## src/rtl/multiword_cla_sequencer.sv

```systemverilog
// Multi-cycle wide adder that reuses one 16-bit carry-lookahead slice,
// processing one 16-bit chunk per clock from LSB to MSB.

module carry_lookahead_adder_16bits (
    input  logic [15:0] in0,
    input  logic [15:0] in1,
    input  logic        carry_in,
    output logic [15:0] sum,
    output logic        pg,
    output logic        gg
);

    logic [15:0] g;
    logic [15:0] p;
    logic [15:0] c;
    logic [3:0]  grp_g;
    logic [3:0]  grp_p;
    logic [3:0]  grp_c;

    assign g = in0 & in1;
    assign p = in0 ^ in1;

    // Two-level lookahead: 4-bit groups, then a lookahead unit across the groups.
    for (genvar k = 0; k < 4; k++) begin : g_group
        localparam int B = 4 * k;

        assign grp_p[k] = &p[B+3:B];
        assign grp_g[k] = g[B+3]
                        | (p[B+3] & g[B+2])
                        | (p[B+3] & p[B+2] & g[B+1])
                        | (p[B+3] & p[B+2] & p[B+1] & g[B]);

        assign c[B]   = grp_c[k];
        assign c[B+1] = g[B] | (p[B] & grp_c[k]);
        assign c[B+2] = g[B+1] | (p[B+1] & g[B]) | (p[B+1] & p[B] & grp_c[k]);
        assign c[B+3] = g[B+2] | (p[B+2] & g[B+1]) | (p[B+2] & p[B+1] & g[B])
                      | (p[B+2] & p[B+1] & p[B] & grp_c[k]);
    end

    assign grp_c[0] = carry_in;
    assign grp_c[1] = grp_g[0] | (grp_p[0] & carry_in);
    assign grp_c[2] = grp_g[1] | (grp_p[1] & grp_g[0]) | (grp_p[1] & grp_p[0] & carry_in);
    assign grp_c[3] = grp_g[2] | (grp_p[2] & grp_g[1]) | (grp_p[2] & grp_p[1] & grp_g[0])
                    | (grp_p[2] & grp_p[1] & grp_p[0] & carry_in);

    assign pg  = &grp_p;
    assign gg  = grp_g[3]
               | (grp_p[3] & grp_g[2])
               | (grp_p[3] & grp_p[2] & grp_g[1])
               | (grp_p[3] & grp_p[2] & grp_p[1] & grp_g[0]);
    assign sum = p ^ c;

endmodule

module multiword_cla_sequencer #(
    parameter int WIDTH = 64
) (
    input  logic             clk,
    input  logic             rst_n,
    input  logic             in_valid,
    output logic             in_ready,
    input  logic [WIDTH-1:0] a,
    input  logic [WIDTH-1:0] b,
    input  logic             cin,
    output logic             out_valid,
    input  logic             out_ready,
    output logic [WIDTH-1:0] sum,
    output logic             cout,
    output logic             ovf
);

    localparam int CHUNKS = WIDTH / 16;
    localparam int CNT_W  = (CHUNKS > 1) ? $clog2(CHUNKS) : 1;
    localparam logic [CNT_W-1:0] LAST = CNT_W'(CHUNKS - 1);

    typedef enum logic [1:0] {IDLE, RUN, DONE} state_t;

    state_t           state;
    logic [CNT_W-1:0] cnt;
    logic             carry;
    logic [WIDTH-1:0] a_reg;
    logic [WIDTH-1:0] b_reg;
    logic [WIDTH-1:0] sum_reg;
    logic             cout_reg;
    logic             ovf_reg;
    logic             out_valid_reg;

    logic [15:0]      a_chunks [CHUNKS];
    logic [15:0]      b_chunks [CHUNKS];
    logic [15:0]      slice_sum;
    logic             slice_pg;
    logic             slice_gg;
    logic             next_carry;
    logic             accept;

    for (genvar i = 0; i < CHUNKS; i++) begin : g_chunk
        assign a_chunks[i] = a_reg[16*i +: 16];
        assign b_chunks[i] = b_reg[16*i +: 16];
    end

    carry_lookahead_adder_16bits u_slice (
        .in0      (a_chunks[cnt]),
        .in1      (b_chunks[cnt]),
        .carry_in (carry),
        .sum      (slice_sum),
        .pg       (slice_pg),
        .gg       (slice_gg)
    );

    assign next_carry = slice_gg | (slice_pg & carry);
    // A finished result can be handed off and a new pair taken on the same edge.
    assign in_ready   = (state == IDLE) | ((state == DONE) & out_ready);
    assign accept     = in_valid & in_ready;

    always_ff @(posedge clk) begin
        if (!rst_n) begin
            state         <= IDLE;
            cnt           <= '0;
            carry         <= 1'b0;
            a_reg         <= '0;
            b_reg         <= '0;
            sum_reg       <= '0;
            cout_reg      <= 1'b0;
            ovf_reg       <= 1'b0;
            out_valid_reg <= 1'b0;
        end else begin
            case (state)
                IDLE: begin
                    if (accept) begin
                        a_reg <= a;
                        b_reg <= b;
                        carry <= cin;
                        cnt   <= '0;
                        state <= RUN;
                    end
                end
                RUN: begin
                    for (int i = 0; i < CHUNKS; i++) begin
                        if (cnt == CNT_W'(i)) begin
                            sum_reg[16*i +: 16] <= slice_sum;
                        end
                    end
                    carry <= next_carry;
                    if (cnt == LAST) begin
                        cout_reg      <= next_carry;
                        ovf_reg       <= (a_reg[WIDTH-1] == b_reg[WIDTH-1])
                                       & (slice_sum[15] != a_reg[WIDTH-1]);
                        out_valid_reg <= 1'b1;
                        state         <= DONE;
                    end else begin
                        cnt <= cnt + 1'b1;
                    end
                end
                DONE: begin
                    if (out_ready) begin
                        out_valid_reg <= 1'b0;
                        if (in_valid) begin
                            a_reg <= a;
                            b_reg <= b;
                            carry <= cin;
                            cnt   <= '0;
                            state <= RUN;
                        end else begin
                            state <= IDLE;
                        end
                    end
                end
                default: state <= IDLE;
            endcase
        end
    end

    assign out_valid = out_valid_reg;
    assign sum       = sum_reg;
    assign cout      = cout_reg;
    assign ovf       = ovf_reg;

endmodule

```

## config.mk

```make
export PLATFORM = sky130hd
export DESIGN_NAME = multiword_cla_sequencer
export DESIGN_NICKNAME = d
export VERILOG_FILES = /design/src/rtl/multiword_cla_sequencer.sv
export SDC_FILE = /design/constraint.sdc
export NUM_CORES = 1
export LEC_CHECK = 0
export BUFFER_PORTS_ARGS = -buffer_cell sky130_fd_sc_hd__buf_2
export CORE_MARGIN = 1.5
export CORE_UTILIZATION = 58
export CTS_CLUSTER_SIZE = 40
export DETAILED_ROUTE_END_ITERATION = 6
export GPL_ROUTABILITY_DRIVEN = 0
export PLACE_DENSITY = 0.85
export SLEW_MARGIN = 5
export SYNTH_ARGS = -nofsm -noshare
export SYNTH_HDL_FRONTEND = slang
export SYNTH_SLANG_ARGS = --single-unit
```

## constraint.sdc

```tcl
create_clock -name clk -period 6.3 [get_ports clk]
set_input_delay 1.26 -clock clk [delete_from_list [all_inputs] [get_ports clk]]
set_output_delay 1.26 -clock clk [all_outputs]
set_load 0.05 [all_outputs]
```

==> out/qor.csv, run 1 <==
metric;value;unit
Setup Total Neg Slack;0;ps
post-route design area;0.0103;mm^2
number of buffers and inverters on the critical path;1;
dpl ws;2240;ps
Initial Utilization;59.7;%
DRC Markers;0;
MaxCap Viol Count;0;
total number of vias;7848;
Post-DP Area;0.00968;mm^2
postcts setup bufs;0;
fmax;247;MHz
CP delay by family, top;compound AO/OA/AOI/OAI gates;
Post-Syn Area;0.00871;mm^2
Inserted Diodes;0;
Async S/R FF share, synth;0;%
Worst Setup Start Kind;flip-flop;
Clock Latency Late Sink;440;ps
min-delay worst type;reg2reg;
vias in the first global route;7340;
H-Tree Depth;4;
synthesis-stage register bit count;200;
Crit Path Max Fanout;21;
crit path DAT;4330;ps
detailed placement HPWL;16800;um
Hold WS;452;ps
Tot GR Track Use;29.8;%
final slew viol count;0;
sequential share of the synthesized area;46.0;%
Setup-failing EPs final;0;
WL met1;9600;um
Die Y-Extent;126;um
crit-path max cell delay;620;ps
CTS clk-pin slew, worst paths;70;ps
met2 wire length;10900;um
fillcell total;1137;
die area;0.0158;mm^2
FF+latch area;0.00401;mm^2
# nets final;1332;
Synth top cells by count;336 x nand2_1, 200 x dfxtp_1, 174 x a21oi_1;
PwrDens;282;mW/mm^2
core region area;0.0146;mm^2
Synth cell types;50;
port bufs;200;
Wirelength per Cell;17.0;um
Final period util;64.2;%
Least-Margin Pin Slew;1060;ps
WL final;23300;um
RSZ-0062 raised after global routing;false;
reg2reg setup slack;2260;ps
vias per cell;5.72;
Mapped Nets;1184;
Mapped Cells;1027;
CTS root buffer;clkbuf_16;
area leader, netlist;dfxtp_1;
Rel. slew slack;29.4;%
crit path cell chain;buf_4 -> mux4_2 -> ha_1 -> a211oi_2 -> o21ba_2 -> o31ai_4 -> o21ai_2 -> nand2b_1 -> fa_1 -> xnor2_1 -> a211oi_1;
maximum VDD drop;0.000202;V
Critical Path End Type;flip-flop;
Iter 0 DRT Violations;699;
top sig layer;met4;
Clock Skew;10.3;ps
slowest cell on the critical path;dfxtp_2;
Synth area leaders;dfxtp_1 46%, nand2_1 14%, a21oi_1 10%;
CTS Sinks;200;
largest net degree at the start of global routing;110;
data required time of the worst path;6590;ps
first-pass GRT wire length;36800;um
Most used DFF post-synth;dfxtp_1;
CTS tree;yes;
antenna violations before repair;0;
Std-Cell Rows;44;
Hold Startpoint;a_reg[33];
post-synth top area share;46.0;%
number of iterations in the first detailed-routing pass;7;
Final WS setup;2260;ps
CTS hold repair buffers;0;
met3 wire len;1640;um
share of cells above drive strength 1;24.4;%
outcome;completed;
leakage;0.00428;uW
synth warn;0;
synthesized area per cell;8.48;um^2
min cycle time layout;4040;ps
global route overflow;0;
Critical Path Source;cnt[0];
number of synthesized flops with an enable pin;0;
Chip Width;126;um
RR Startpoint;cnt[0];
Final Hold Viols;0;
CTS Buffer Depth;2;
multi-input combinational cell area;0.00436;mm^2
post-CTS resize count;0;
Total Power;2900;uW
top-count cell post-synth;nand2_1;
TritonCTS Buffers;17;
Worst Setup Path Type;reg2reg;
Area growth syn-to-layout;17.8;%
IO Count;201;
final antenna-violating net count;0;
-- power by group --
part           total, uW  leakage, uW  internal, uW  switching (uW)
logic                432      0.00238           155             278
clock network       1090     0.000273           599             492
registers           1370      0.00163          1330            42.5
total               2890      0.00428          2080             812
-- cell type report --
type / instances / share of cell area [%]
inverter: 9 / 0.354
tap: 184 / 2.24
multi-input combinational: 741 / 42.5
clock inverter: 12 / 1.39
clock buffer: 19 / 4.32
sequential: 200 / 39.0
timing repair buffer: 206 / 10.2
-- final timing paths --
| check | cells past startpoint | to |
|---|---|---|
| worst max-delay path | 11 | sum[29] |
| worst min-delay path | 2 | a_reg[33] |
| worst max register to register | 11 | sum[29] |
| worst min register to register | 2 | a_reg[33] |
-- worst min-delay path: stages (launching register included) --
cell and delay (ps):
dfxtp_1 310, nand2_1 50, a21oi_1 50
-- metrics by stage --
stage,cells,util [%]
2_1_floorplan,1027,-
3_3_place_gp,1340,66.3
3_5_place_dp,1340,66.3
4_1_cts,1371,70.4
5_1_grt,1371,70.4
6_report,1371,70.4
-- layer usage --
metal,vias up,global-route usage [%]
met2,362,47.7
met3,76,6.63
met1,3622,37.9
met5,-,0
li1,3788,-
met4,0,15.1
-- cells in the final DEF, fill, tap and decap left out, types with 4 or more instances in the layout --
cell type	count
dfxtp_1	199
ha_1	20
xnor2_1	7
o311ai_1	5
nand3_1	17
buf_4	6
o31ai_1	4
buf_2	200
nor2_1	39
mux4_2	32
a211o_1	5
o21a_1	4
and2_1	6
nand2_1	335
a211oi_1	17
a21o_1	8
o21ai_0	11
fa_1	4
a211oi_2	4
nand2b_1	4
inv_6	4
clkinvlp_4	4
clkbuf_16	17
or3b_1	4
inv_1	8
nor3_1	6
a21oi_1	174
-- cell families (layout without fill, tap and decap cells) --
logic type / count (synthesis) / in the layout / synth area share [%]
buf+inv: 86 / 246 / 4.11
xor+xnor: 10 / 10 / 1.01
flops: 200 / 200 / 46.0
mux: 34 / 34 / 8.52
compound gates: 247 / 247 / 16.7
fa+ha+maj: 24 / 24 / 3.79
simple gates: 426 / 426 / 19.9
Power figures use the tool's default switching activity.
==> run 2, diff against run 1 <==
ABC_AREA = 1   (was default)
CORE_UTILIZATION = 54   (was 58)
PLACE_DENSITY = 0.8   (was 0.85)
clock period = 4.1 ns   (was 6.3 ns; I/O delays follow)
==> out/qor.csv, run 2 <==
metric;value;unit
slowest cell on the critical path;inv_1;
Async S/R FF share, synth;0;%
Clock Latency Late Sink;430;ps
CTS Sinks;200;
CTS Buffer Depth;2;
Crit Path Max Fanout;31;
Worst Setup Start Kind;flip-flop;
CTS clk-pin slew, worst paths;70;ps
Rel. slew slack;36.3;%
H-Tree Depth;4;
Std-Cell Rows;45;
data required time of the worst path;4450;ps
final antenna-violating net count;0;
Critical Path Source;cnt[1];
crit-path max cell delay;660;ps
crit path cell chain;inv_1 -> o21ai_0 -> o22ai_1 -> ha_1 -> nand3_1 -> nor2_1 -> nand2_1 -> nand2_2 -> fa_1 -> xor2_1 -> inv_1 -> a21oi_1;
Setup-failing EPs final;0;
first-pass GRT wire length;37700;um
number of synthesized flops with an enable pin;0;
CTS root buffer;clkbuf_16;
fmax;299;MHz
Critical Path Most Common Cell;inv_1;
TritonCTS Buffers;17;
crit path DAT;3700;ps
post-CTS resize count;0;
IO Count;201;
CP delay by family, top;compound AO/OA/AOI/OAI gates;
postcts setup bufs;0;
Synth cell types;31;
RR Startpoint;cnt[1];
sequential share of the synthesized area;46.5;%
Final period util;81.6;%
maximum VDD drop;0.000353;V
Iter 0 DRT Violations;831;
Wirelength per Cell;15.4;um
DRC Markers;0;
die area;0.0167;mm^2
Synth top cells by count;329 x nor2_1, 226 x o21ai_0, 200 x dfxtp_1;
Final Hold Viols;0;
total number of vias;8367;
MaxCap Viol Count;0;
WL final;23900;um
Mapped Cells;1181;
number of buffers and inverters on the critical path;2;
core region area;0.0154;mm^2
reg2reg setup slack;750;ps
min cycle time layout;3350;ps
outcome;completed;
vias per cell;5.38;
Worst R2R End;sum[61];
Least-Margin Pin Slew;956;ps
port bufs;200;
CTS tree;yes;
Area growth syn-to-layout;19.1;%
top-count cell post-synth;nor2_1;
number of iterations in the first detailed-routing pass;5;
# nets final;1488;
synthesis-stage register bit count;200;
RSZ-0062 raised after global routing;false;
Hold Path End;sum[12];
PwrDens;473;mW/mm^2
Critical Path Stages;12;
most common cell after layout, fill and taps aside;nor2_1;
Critical Path End Type;flip-flop;
Worst Setup Path Type;reg2reg;
Setup Total Neg Slack;0;ps
Initial Utilization;56.1;%
Mapped Nets;1338;
Hold Startpoint;sum[12];
Most used DFF post-synth;dfxtp_1;
final slew viol count;0;
most frequent cells in the layout;329 x nor2_1, 226 x o21ai_0, 199 x dfxtp_1, 199 x buf_2, 98 x nand2_1;
synthesized area per cell;7.30;um^2
synth warn;0;
dpl cells;1523;
Chip Width;129;um
Tot GR Track Use;29.2;%
min-delay worst type;reg2reg;
detailed placement HPWL;17100;um
Inserted Diodes;0;
leakage;0.00493;uW
R2R cell count;12;
CTS hold repair buffers;0;
antenna violations before repair;0;
largest net degree at the start of global routing;129;
Clock Skew;10.2;ps
area leader, netlist;dfxtp_1;
vias in the first global route;7503;
Non-Filler Instances;1555;
Hold Path Stages;2;
share of cells above drive strength 1;18.9;%
Die Y-Extent;129;um
Synth area leaders;dfxtp_1 46%, nor2_1 14%, o21ai_0 13%;
fillcell total;1351;
Post-Syn Area;0.00862;mm^2
post-synth top area share;46.5;%
global route overflow;0;
post-layout util;66.8;%
-- run 2: cell count changes after synthesis, sizes merged, moves of 8 or more --
cell,delta
o22ai,+29
a21oi,-128
o21a,+8
mux4,-32
o21bai,+18
nand2,-234
clkbuf,+8
inv,+61
o21ai,+214
a211oi,-21
nor2,+290
-- run 2: stage by stage --
stage	hold WS, ps	setup slack (ps)	cell area, um^2	power [uW]
after CTS	471	855	10300	4860
final	471	754	10300	4860
after floorplan	449	1160	8620	2890
after detailed placement	461	876	9670	3200
after global placement	452	1000	9670	3180
after global routing	493	504	10300	5060
-- run 2: worst register-to-register path: cells and delay by family, from the launching register on --
kind	cells	cell delay (ps)
xor gates and xnor gates	1	240
DFF	1	310
AOI/OAI and AO/OA	3	870
and+or+nand+nor	4	350
buffers and inverters	2	750
adders and majority gates	2	740
-- run 2: how the worst max path moves through the flow --
stage,end
after floorplan,sum[45]
after global placement,sum[13]
after detailed placement,sum[61]
after CTS,sum[61]
after global routing,sum[29]
final,sum[61]
-- run 2: logic make-up (layout without fill, tap and decap cells) --
kind of cell,after synthesis,in the layout,share of synthesized area [%]
AND/OR/NAND/NOR,451,451,20.0
XOR/XNOR,9,9,1.00
adder cells (fa/ha/maj),24,24,3.83
buffers and inverters,150,313,6.79
AO/OA/AOI/OAI,347,347,21.9
flip-flops,200,200,46.5
-- run 2: cell type report --
cell class,instances,area [um^2],area share (%)
multi-input cells,831,4040,39.3
flip-flops and latches,200,4010,39.0
repair buffers,212,1110,10.8
clock buffers,22,474,4.62
well taps,211,264,2.57
inverters,69,262,2.55
clock inverters,10,120,1.17
-- run 2: layer usage --
metal	routed length, um	global-route usage (%)	up-vias
li1	-	-	4153
met1	10500	39.5	3797
met2	10700	45.2	369
met3	2000	6.28	48
met4	707	12.8	0
met5	0	0	-
-- run 2: report_power, final --
group,switching [uW],internal (uW)
Combinational,688,322
Clock,733,950
Sequential,84.4,2080
Total,1500,3360
==> run 3, diff against run 2 <==
clock period = 3.28 ns   (was 4.1 ns; I/O delays follow)
==> out/qor.csv, run 3 (synthesized netlist as in run 2, its figures left out) <==
metric;value;unit
outcome;completed;
antenna violations before repair;0;
crit path DAT;3300;ps
most common cell after layout, fill and taps aside;nor2_1;
final slew viol count;0;
largest net degree at the start of global routing;113;
Setup Total Neg Slack;0;ps
IO Count;201;
reg2reg setup slack;340;ps
MaxCap Viol Count;0;
Worst Setup Start Kind;flip-flop;
post-CTS resize count;0;
final antenna-violating net count;0;
Worst Setup Path Type;reg2reg;
RSZ-0062 raised after global routing;false;
vias in the first global route;7421;
Clock Latency Late Sink;440;ps
CTS hold repair buffers;0;
TritonCTS Buffers;17;
Wirelength per Cell;15.1;um
Initial Utilization;56.1;%
first-pass GRT wire length;37300;um
Std-Cell Rows;45;
Non-Filler Instances;1549;
Inserted Diodes;0;
Area growth syn-to-layout;19.0;%
detailed placement HPWL;17000;um
maximum VDD drop;0.000440;V
WL final;23400;um
H-Tree Depth;4;
Rel. slew slack;49.0;%
Final WS setup;341;ps
CTS root buffer;clkbuf_16;
RR Startpoint;cnt[0];
Chip Width;129;um
Iter 0 DRT Violations;772;
Final period util;89.6;%
Critical Path End Type;flip-flop;
CTS clk-pin slew, worst paths;70;ps
dpl ws;354;ps
Hold Path Stages;3;
grt peak-use layer;met2;
Tot GR Track Use;28.9;%
fmax;340;MHz
met1 GRT Util;39.8;%
postcts setup bufs;0;
total number of vias;8333;
Clock Skew;8.80;ps
CTS Sinks;200;
most frequent cells in the layout;329 x nor2_1, 226 x o21ai_0, 199 x dfxtp_1, 199 x buf_2, 98 x nand2_1;
number of iterations in the first detailed-routing pass;5;
Hold WS;461;ps
Least-Margin Pin Slew;765;ps
min cycle time layout;2940;ps
Setup-failing EPs final;0;
Hold Startpoint;b[50];
die area;0.0167;mm^2
CTS tree;yes;
share of cells above drive strength 1;18.7;%
core region area;0.0154;mm^2
GRT met3 Usage;6.07;%
dpl cells;1520;
CTS Buffer Depth;2;
Hold Path End;b_reg[50];
Die Y-Extent;129;um
fillcell total;1328;
Crit Path Max Fanout;36;
# nets final;1485;
vias per cell;5.38;
leakage;0.00491;uW
min-delay worst type;in2reg;
global route overflow;0;
port bufs;200;
Final Hold Viols;0;
data required time of the worst path;3640;ps
post-layout util;66.7;%
routing usage on met2;44.1;%
PwrDens;585;mW/mm^2
R2R cell count;15;
DRC Markers;0;
Worst R2R End;sum[13];
[run 3: final cells by class]
type	instances	area (um^2)	share of cell area, %
tap	211	264	2.57
clock inverter	12	130	1.27
multi-input combinational	831	4040	39.4
clock buffer	17	425	4.15
timing repair buffer	209	1130	11.1
inverter	69	262	2.55
sequential	200	4010	39.1
[run 3: worst max-delay path by stage]
stage                      start      end  slack (ps)  depth (start not counted)
after floorplan           cnt[0]  sum[45]         340                         17
final                     cnt[0]  sum[13]         340                         15
after global placement    cnt[1]  sum[29]         440                         12
after detailed placement  cnt[1]  sum[13]         350                         13
after global routing      cnt[1]  sum[29]          90                         14
after CTS                 cnt[1]  sum[13]         340                         13
[run 3: power by group]
| group | total (uW) | switching (uW) | internal [uW] |
|---|---|---|---|
| Clock | 2020 | 910 | 1110 |
| Combinational | 1270 | 857 | 411 |
| Sequential | 2720 | 111 | 2600 |
| Total | 6000 | 1880 | 4120 |
[run 3: layer usage]
metal,vias up,share of wire (%)
li1,4152,-
met1,3762,45
met2,373,44
met3,46,8.2
met4,0,3.2
met5,-,0
[run 3: stage by stage]
stage / cell area, um^2 / total power [uW]
2_1_floorplan: 8620 / 3610
3_3_place_gp: 9700 / 3980
3_5_place_dp: 9700 / 4020
4_1_cts: 10300 / 6000
5_1_grt: 10300 / 6270
6_report: 10300 / 6000
[run 3: worst max-delay path, cell delays in order, from the launching register on]
cell and delay [ps]:
dfxtp_2 340, inv_2 220, buf_12 220, o21ai_0 110
o22ai_1 280, ha_1 340, nand2_1 70, inv_1 40
nand3_1 80, nand2_2 100, nand2_1 90, nand2_2 80
fa_1 410, xor2_1 230, nand2_1 90, a21oi_1 150
